--- config.mk ---
export PLATFORM = sky130hd
export DESIGN_NAME = mod_periodmeter
export DESIGN_NICKNAME = d
export VERILOG_FILES = /design/src/rtl/mod_periodmeter.sv
export SDC_FILE = /design/constraint.sdc
export NUM_CORES = 1
export LEC_CHECK = 0
export BUFFER_PORTS_ARGS = -buffer_cell sky130_fd_sc_hd__buf_2
export CAP_MARGIN = 20
export CELL_PAD_IN_SITES_DETAIL_PLACEMENT = 1
export CELL_PAD_IN_SITES_GLOBAL_PLACEMENT = 1
export CORE_ASPECT_RATIO = 1.1
export CORE_UTILIZATION = 45
export CTS_CLUSTER_SIZE = 12
export DETAILED_ROUTE_END_ITERATION = 10
export HOLD_SLACK_MARGIN = 0.08
export PLACE_DENSITY = 0.86
export SLEW_MARGIN = 20
export SYNTH_ARGS = -nofsm -noshare
export SYNTH_HDL_FRONTEND = slang
export SYNTH_SLANG_ARGS = --single-unit
--- constraint.sdc ---
create_clock -name i_clk -period 6 [get_ports i_clk]
set_clock_uncertainty 0.2 [all_clocks]
set_input_delay 1.5 -clock i_clk [delete_from_list [all_inputs] [get_ports i_clk]]
set_output_delay 1.5 -clock i_clk [all_outputs]
set_load 0.005 [all_outputs]
--- src/rtl/mod_periodmeter.sv ---
// Period meter: measures the spacing, in valid samples, between rising zero
// crossings of a signed sample stream, using hysteresis and a lock indicator.
module mod_periodmeter #(
    parameter int unsigned HYST       = 8192,
    parameter int unsigned MIN_PERIOD = 4,
    parameter int unsigned MAX_PERIOD = 1048576,
    parameter int unsigned LOCK_TOL   = 1
) (
    input  logic        i_clk,
    input  logic        i_rst_n,
    input  logic [31:0] i_sample,
    input  logic        i_valid,
    output logic [31:0] o_period,
    output logic        o_period_valid,
    output logic        o_locked,
    output logic        o_dbg_run
);

    typedef enum logic {SEEK = 1'b0, RUN = 1'b1} state_t;

    localparam logic signed [31:0] POS_TH = $signed(HYST);
    localparam logic signed [31:0] NEG_TH = -$signed(HYST);

    state_t      state;
    logic        armed;
    logic [31:0] cnt;
    logic [31:0] prev;

    logic               arm_lvl;
    logic               cross_lvl;
    logic               crossing;
    logic [31:0]        cand;
    logic signed [32:0] diff;
    logic signed [32:0] mag;
    logic               within_tol;

    // Crossing detection and lock distance, evaluated against the current sample.
    always_comb begin
        arm_lvl    = $signed(i_sample) <= NEG_TH;
        cross_lvl  = $signed(i_sample) >= POS_TH;
        crossing   = armed && cross_lvl;
        cand       = cnt + 32'd1;
        diff       = $signed({1'b0, cand}) - $signed({1'b0, prev});
        mag        = (diff < 0) ? -diff : diff;
        within_tol = mag <= $signed({1'b0, LOCK_TOL});
    end

    always_ff @(posedge i_clk or negedge i_rst_n) begin
        if (!i_rst_n) begin
            state          <= SEEK;
            armed          <= 1'b0;
            cnt            <= '0;
            prev           <= '0;
            o_period       <= '0;
            o_period_valid <= 1'b0;
            o_locked       <= 1'b0;
        end else begin
            o_period_valid <= 1'b0;
            if (i_valid) begin
                // A crossing always consumes the arm, even when rejected as a glitch.
                if (crossing) begin
                    armed <= 1'b0;
                end else if (arm_lvl) begin
                    armed <= 1'b1;
                end
                case (state)
                    SEEK: begin
                        cnt <= '0;
                        if (crossing) begin
                            state <= RUN;
                        end
                    end
                    RUN: begin
                        if (crossing && (cand >= MIN_PERIOD)) begin
                            o_period       <= cand;
                            o_period_valid <= 1'b1;
                            prev           <= cand;
                            cnt            <= '0;
                            if (prev != '0) begin
                                o_locked <= within_tol;
                            end
                        end else if (!crossing && (cand == MAX_PERIOD)) begin
                            state    <= SEEK;
                            cnt      <= '0;
                            armed    <= 1'b0;
                            prev     <= '0;
                            o_locked <= 1'b0;
                        end else begin
                            cnt <= cand;
                        end
                    end
                endcase
            end
        end
    end

    assign o_dbg_run = (state == RUN);

endmodule
### After elaboration in Yosys (flattened, before gate mapping)

Cells that the tools add are included.
Widths: inputs -> output; s select.

| word-level totals | value |
|---|---|
| input port bits | 35 |
| register bits after elaboration | 100 |
| output and inout port bits | 35 |

| cells by class | value |
|---|---|
| bitwise operators | 1 |
| multiplexer cells | 21 |
| add/sub/neg operators | 3 |
| reductions and logical operators | 9 |
| $lt $le $gt $ge | 5 |
| equality and inequality tests | 2 |

Operators with widths:

| kind | count |
|---|---|
| $mux 32 | 4 |
| $pmux 32 s2 | 1 |
| $le 33x2->1 const B | 1 |
| $lt 33x1->1 const B | 1 |
| $mux 33 | 1 |
| $neg 33->33 | 1 |
| $sub 32x32->33 | 1 |
| $add 32x1->32 const B | 1 |
| $eq 32x21->1 const B | 1 |
| $ge 32x15->1 const B | 1 |
| $ge 32x3->1 const B | 1 |
| $le 32x14->1 const B | 1 |
| $reduce_bool 32->1 | 1 |
| $mux 1 | 14 |
| $reduce_and 3->1 | 2 |
| $reduce_and 4->1 | 1 |
| $logic_and 1x1->1 | 3 |
| $ne 2x1->1 const B | 1 |
| $pmux 1 s2 | 1 |
| $reduce_bool 2->1 | 1 |
| $logic_not 1->1 | 1 |
| $not 1->1 | 1 |

### Logic depth before layout (Yosys ltp)

| logic depth | value |
|---|---|
| depth in word-level cells | 7 |
| depth in mapped cells | 22 |
| mapped depth without buffers | 19 |

### Worst setup path before layout

No wires, ideal clock.

| timing | value |
|---|---|
| path type | register -> register |
| start | register cnt[0] |
| end | register o_locked |
| cell stages (with the launch flop) | 22 |
| arrival time | 4,762 ps |
| clock period less this slack | 5,057 ps |
| data required time | 5,705 ps |
| setup time | 95 ps |
| setup slack | 943 ps |
| cell sequence | dfrtp_1 ha_1 nand4_1 nor4_2 nand4_1 xnor2_1 inv_1 ha_1 clkbuf_1 nand2_1 nor2_1 nor2_1 nor4_1 nor2_1 o21ai_1 clkbuf_1 nand2_1 o22ai_1 nand3_1 nor4_2 nand4_1 o31ai_1 |

| between the ends | value |
|---|---|
| cells in the longest elaborated chain, start to end | 7 |

RTL lines:

| what | line | text |
|---|---|---|
| start, declared | 26 | `logic [31:0] cnt;` |
| start signal, assigned | 89 | `cnt <= cand;` |
| $add 32x1->32 * | 42 | `cand = cnt + 32'd1;` |
| net cand[20] | 32 | `logic [31:0] cand;` |
| $sub 32x32->33 | 43 | `diff = $signed({1'b0, cand}) - $signed({1'b0, prev});` |
| $neg 33->33 / $lt 33x1->1 (equally long branches) | 44 | `mag = (diff < 0) ? -diff : diff;` |
| $mux 33 | 44 |  |
| $le 33x2->1 | 45 | `within_tol = mag <= $signed({1'b0, LOCK_TOL});` |
| $mux 1 | 79 | `if (prev != '0) begin` |
| $mux 1 | 74 | `if (crossing && (cand >= MIN_PERIOD)) begin` |
| end signal, assigned | 80 | `o_locked <= within_tol;` |
| end, declared | 15 | `output logic o_locked,` |

The timed path passes the listed nets; every way through them passes the cells marked *. The select of a mux whose other input is x is not followed.
A chain may end at the register's enable or synchronous reset.

### Final worst setup path

| timing | value |
|---|---|
| start | register cnt[6] |
| end | register o_locked |

The elaborated chain is that of the path after synthesis.

==> flow_summary.toml <==
[hold_path]
worstHoldStart = "o_period[29]$_DFFE_PN0P_"
hp-class = "reg -> reg"
min_path_cells = 1
hold_end = "o_period[29]$_DFFE_PN0P_"

[global_routing]
grt_overflow = 0
grt_pass1_wl_um = 44900
grt_pass1_vias = 8447
grt_antenna_before_repair = 0
grt_usage_pct = 31.7
grt_max_degree = 56

[floorplanning]
rows = 50
core-area_sq_um = 17100
io_pins = 70
die_w_um = 129
initial_core_util_pct = 46.3
die-area_sq_um = 18200
die_h_um = 141

[power]
power_switching_w = 0.00268
pwr-share-seq_pct = 14.8
p_int_w = 0.00245
combinationalPowerShare_pct = 73.2
p_leak_nw = 4.32
vdd_ir_drop_max_mv = 0.286
power_frac_clock_pct = 12.0
powerDensity_nw_per_um2 = 571
p_sw_share_pct = 52.3

[synthesis]
syn-cell-area_sq_um = 7940
synthTopCellsByArea = "dfrtp_1 32%, nand2_1 6.1%, o21ai_0 5.4%"
yosysSeqAreaShare_pct = 31.5
synth_ff_type = "dfrtp_1"
yosys_warnings = 0
syn-num-nets = 1098
syn_inst = 1028
ys_types = 79
synth_top_area_share_pct = 31.5
synth_top_area_cell = "dfrtp_1"
async_flop_share_pct = 100
ys_ff_latch = 100
synth.avg_cell_area_sq_um = 7.73
synth_edf_count = 0

[sta]
clock.fmax_mhz = 181
setup_tns_ns = 0
setup_viol = 0
rsz0062_at_grt = "false"
slew_headroom_pct = 44.7
period_needed_ns = 5.51
drv_slew = 0
hold_ws_ns = 0.276
setup_ws_ns = 0.486
worst_pin_slew_ns = 0.822
hold_viol_final = 0
min_period_over_period_pct = 91.9

[setup_path]
cp-end-kind = "flop"
r2r_start = "cnt[6]$_DFFE_PN0P_"
start_kind = "flop"
cp.arrival_ns = 5.58
r2r_setup_slack_ns = 0.49
setup.worst_path.class = "reg -> reg"
reg2reg_to = "o_locked$_DFFE_PN0P_"
worstPathMaxFanout = 10
path_cells = "nand3_2 -> buf_4 -> nor4_1 -> xnor2_1 -> inv_1 -> ha_1 -> a21oi_2 -> o221ai_1 -> a21oi_2 -> xor2_1 -> o21ai_0 -> nor3_2 -> nand4_1 -> or4_1 -> nand3_1 -> o2111a_1 -> nand4_1 -> o31ai_1"
worstRegToRegCells = 18
critical_path_required_ns = 6.06
crit_path_max_incr_delay_ns = 0.50
cpMaxStageDelayCell = "dfrtp_1"

[drt]
ant_nets = 0
vias_per_cell = 6.10
drc = 0
firstDrtPassIters = 5
drt-total-wl_um = 27300
wl_per_cell_um = 20.5
vias = 8107
drtIter0Drc = 412

[cts]
clock_path_buffers = 2
cts.sinks = 100
clkLatencyLatePin_ns = 0.35
clkTransAtPathRegs_ns = 0.07
root_buffer = "clkbuf_16"
cts_tree = "done"
cts_htree_levels = 3
numCtsBuffers = 9

[cells_and_area]
nets = 1161
drive_gt1_share_pct = 13.9
finish.instance_area_sq_um = 8980
final_util_pct = 52.4
syn2layout_area_growth_pct = 13.1
antenna_cells = 0

[placed_design]
preCtsSetupSlack_ns = 0.268
place_congestion = 0.909
dp_hpwl_um = 20600
placed_cell_area_sq_um = 8610
port_buffers = 69

[flow_run]
maxCapViolations = 0

[run_status]
status = "complete, no violations"
[worst max path at each step]
stage / from / to / slack (ns) / cells past startpoint
5_1_grt: cnt[6]$_DFFE_PN0P_ / o_locked$_DFFE_PN0P_ / 0.06 / 19
2_1_floorplan: cnt[0]$_DFFE_PN0P_ / o_locked$_DFFE_PN0P_ / 0.94 / 21
4_1_cts: cnt[1]$_DFFE_PN0P_ / o_locked$_DFFE_PN0P_ / 0.20 / 18
6_report: cnt[6]$_DFFE_PN0P_ / o_locked$_DFFE_PN0P_ / 0.49 / 18
3_5_place_dp: cnt[1]$_DFFE_PN0P_ / o_locked$_DFFE_PN0P_ / 0.27 / 18
3_3_place_gp: cnt[1]$_DFFE_PN0P_ / o_locked$_DFFE_PN0P_ / 0.49 / 18
[sequential cells by signal (all words and copies together) (netlist names)]
signal and cells:
armed 1, cnt 32, o_dbg_run 1, o_locked 1
o_period 32, o_period_valid 1, prev 32
[repair_timing]
| action | in CTS | in global routing |
|---|---|---|
| hold endpoints to repair | 0 | 0 |
| gates resized for setup | 0 | 8 |
| hold buffers | 0 | 0 |
| setup buffers | 0 | 3 |
| setup endpoints to repair | 0 | 1 |
[worst max-delay path, delay by kind of cell, from the launching register on]
family / cells / cell delay [ns]
and+or+nand+nor: 7 / 1.99
AOI/OAI and AO/OA: 6 / 1.38
xor gates and xnor gates: 2 / 0.57
DFF: 1 / 0.50
adders and majority gates: 1 / 0.44
buffers and inverters: 2 / 0.33
[cells in the mapped netlist, types with 4 or more instances]
library cell / n
nor4_1: 24
a21o_1: 23
and3_1: 10
o31ai_1: 10
buf_2: 10
a211oi_1: 5
and2_1: 10
nor2b_1: 6
o22ai_1: 31
ha_1: 34
o2111ai_1: 4
xor2_1: 12
inv_1: 97
nor2_1: 69
dfrtp_1: 100
nand2_1: 128
o21ai_0: 86
xnor2_1: 47
nand4_1: 33
or3_1: 8
nand3_1: 45
o211ai_1: 5
o21bai_1: 7
a31oi_1: 10
o21a_1: 12
or4_1: 6
o211a_1: 4
nand2b_1: 4
clkbuf_1: 35
mux2i_1: 4
nor3_1: 26
a21oi_1: 43
a21boi_0: 5
[cells in the final DEF (no fill, tap or decap), drive strengths merged, types with 11 or more instances in the layout]
cell / count
nor3: 28
nand2: 128
dfrtp: 100
o21a: 12
inv: 98
xnor2: 48
clkbuf: 11
nand4: 34
o22ai: 31
a21oi: 43
nor4: 27
nor2: 70
xor2: 12
o21ai: 89
nand3: 45
ha: 34
buf: 103
a21o: 23
[stage by stage]
stage	power, W	std cells
floorplan	0.00341	1028
global route	0.00554	1330
detailed placement	0.00443	1311
global placement	0.00438	1311
CTS	0.00506	1327
finish	0.00512	1330
[power groups by stage]
stage / Clock, W / Combinational [W] / Sequential [W]
6_report: 0.000614 / 0.00375 / 0.000759
5_1_grt: 0.000643 / 0.00413 / 0.000765
4_1_cts: 0.000617 / 0.00368 / 0.000759
3_5_place_dp: 0 / 0.00366 / 0.000771
3_3_place_gp: 0 / 0.00361 / 0.000768
2_1_floorplan: 0 / 0.00266 / 0.000756
[final cells by class]
cell class | instances | area, sq um
flip-flops and latches | 100 | 2500
clock buffers | 11 | 243
well taps | 234 | 293
inverters | 98 | 368
repair buffers | 103 | 603
multi-input cells | 779 | 4910
fillers | 2185 | 8160
clock inverters | 5 | 61.3
[metal layers]
| layer | track usage (%) | vias to the layer above | routed length [um] | part of all wire [%] |
|---|---|---|---|---|
| met5 | 0 | - | 0 | 0 |
| met4 | 15.7 | 0 | 1170 | 4.3 |
| met3 | 2.94 | 68 | 992 | 3.6 |
| met2 | 53.5 | 251 | 13400 | 49 |
| met1 | 40.7 | 3982 | 11800 | 43 |
| li1 | - | 3806 | - | - |
[logic make-up after synthesis]
logic type	share of synthesized area (%)
compound gates	23.3
xor+xnor	6.71
fa+ha+maj	5.61
buf+inv	7.36
flops	31.5
mux	0.788
simple gates	24.8
(Power assumes the default switching activity.)
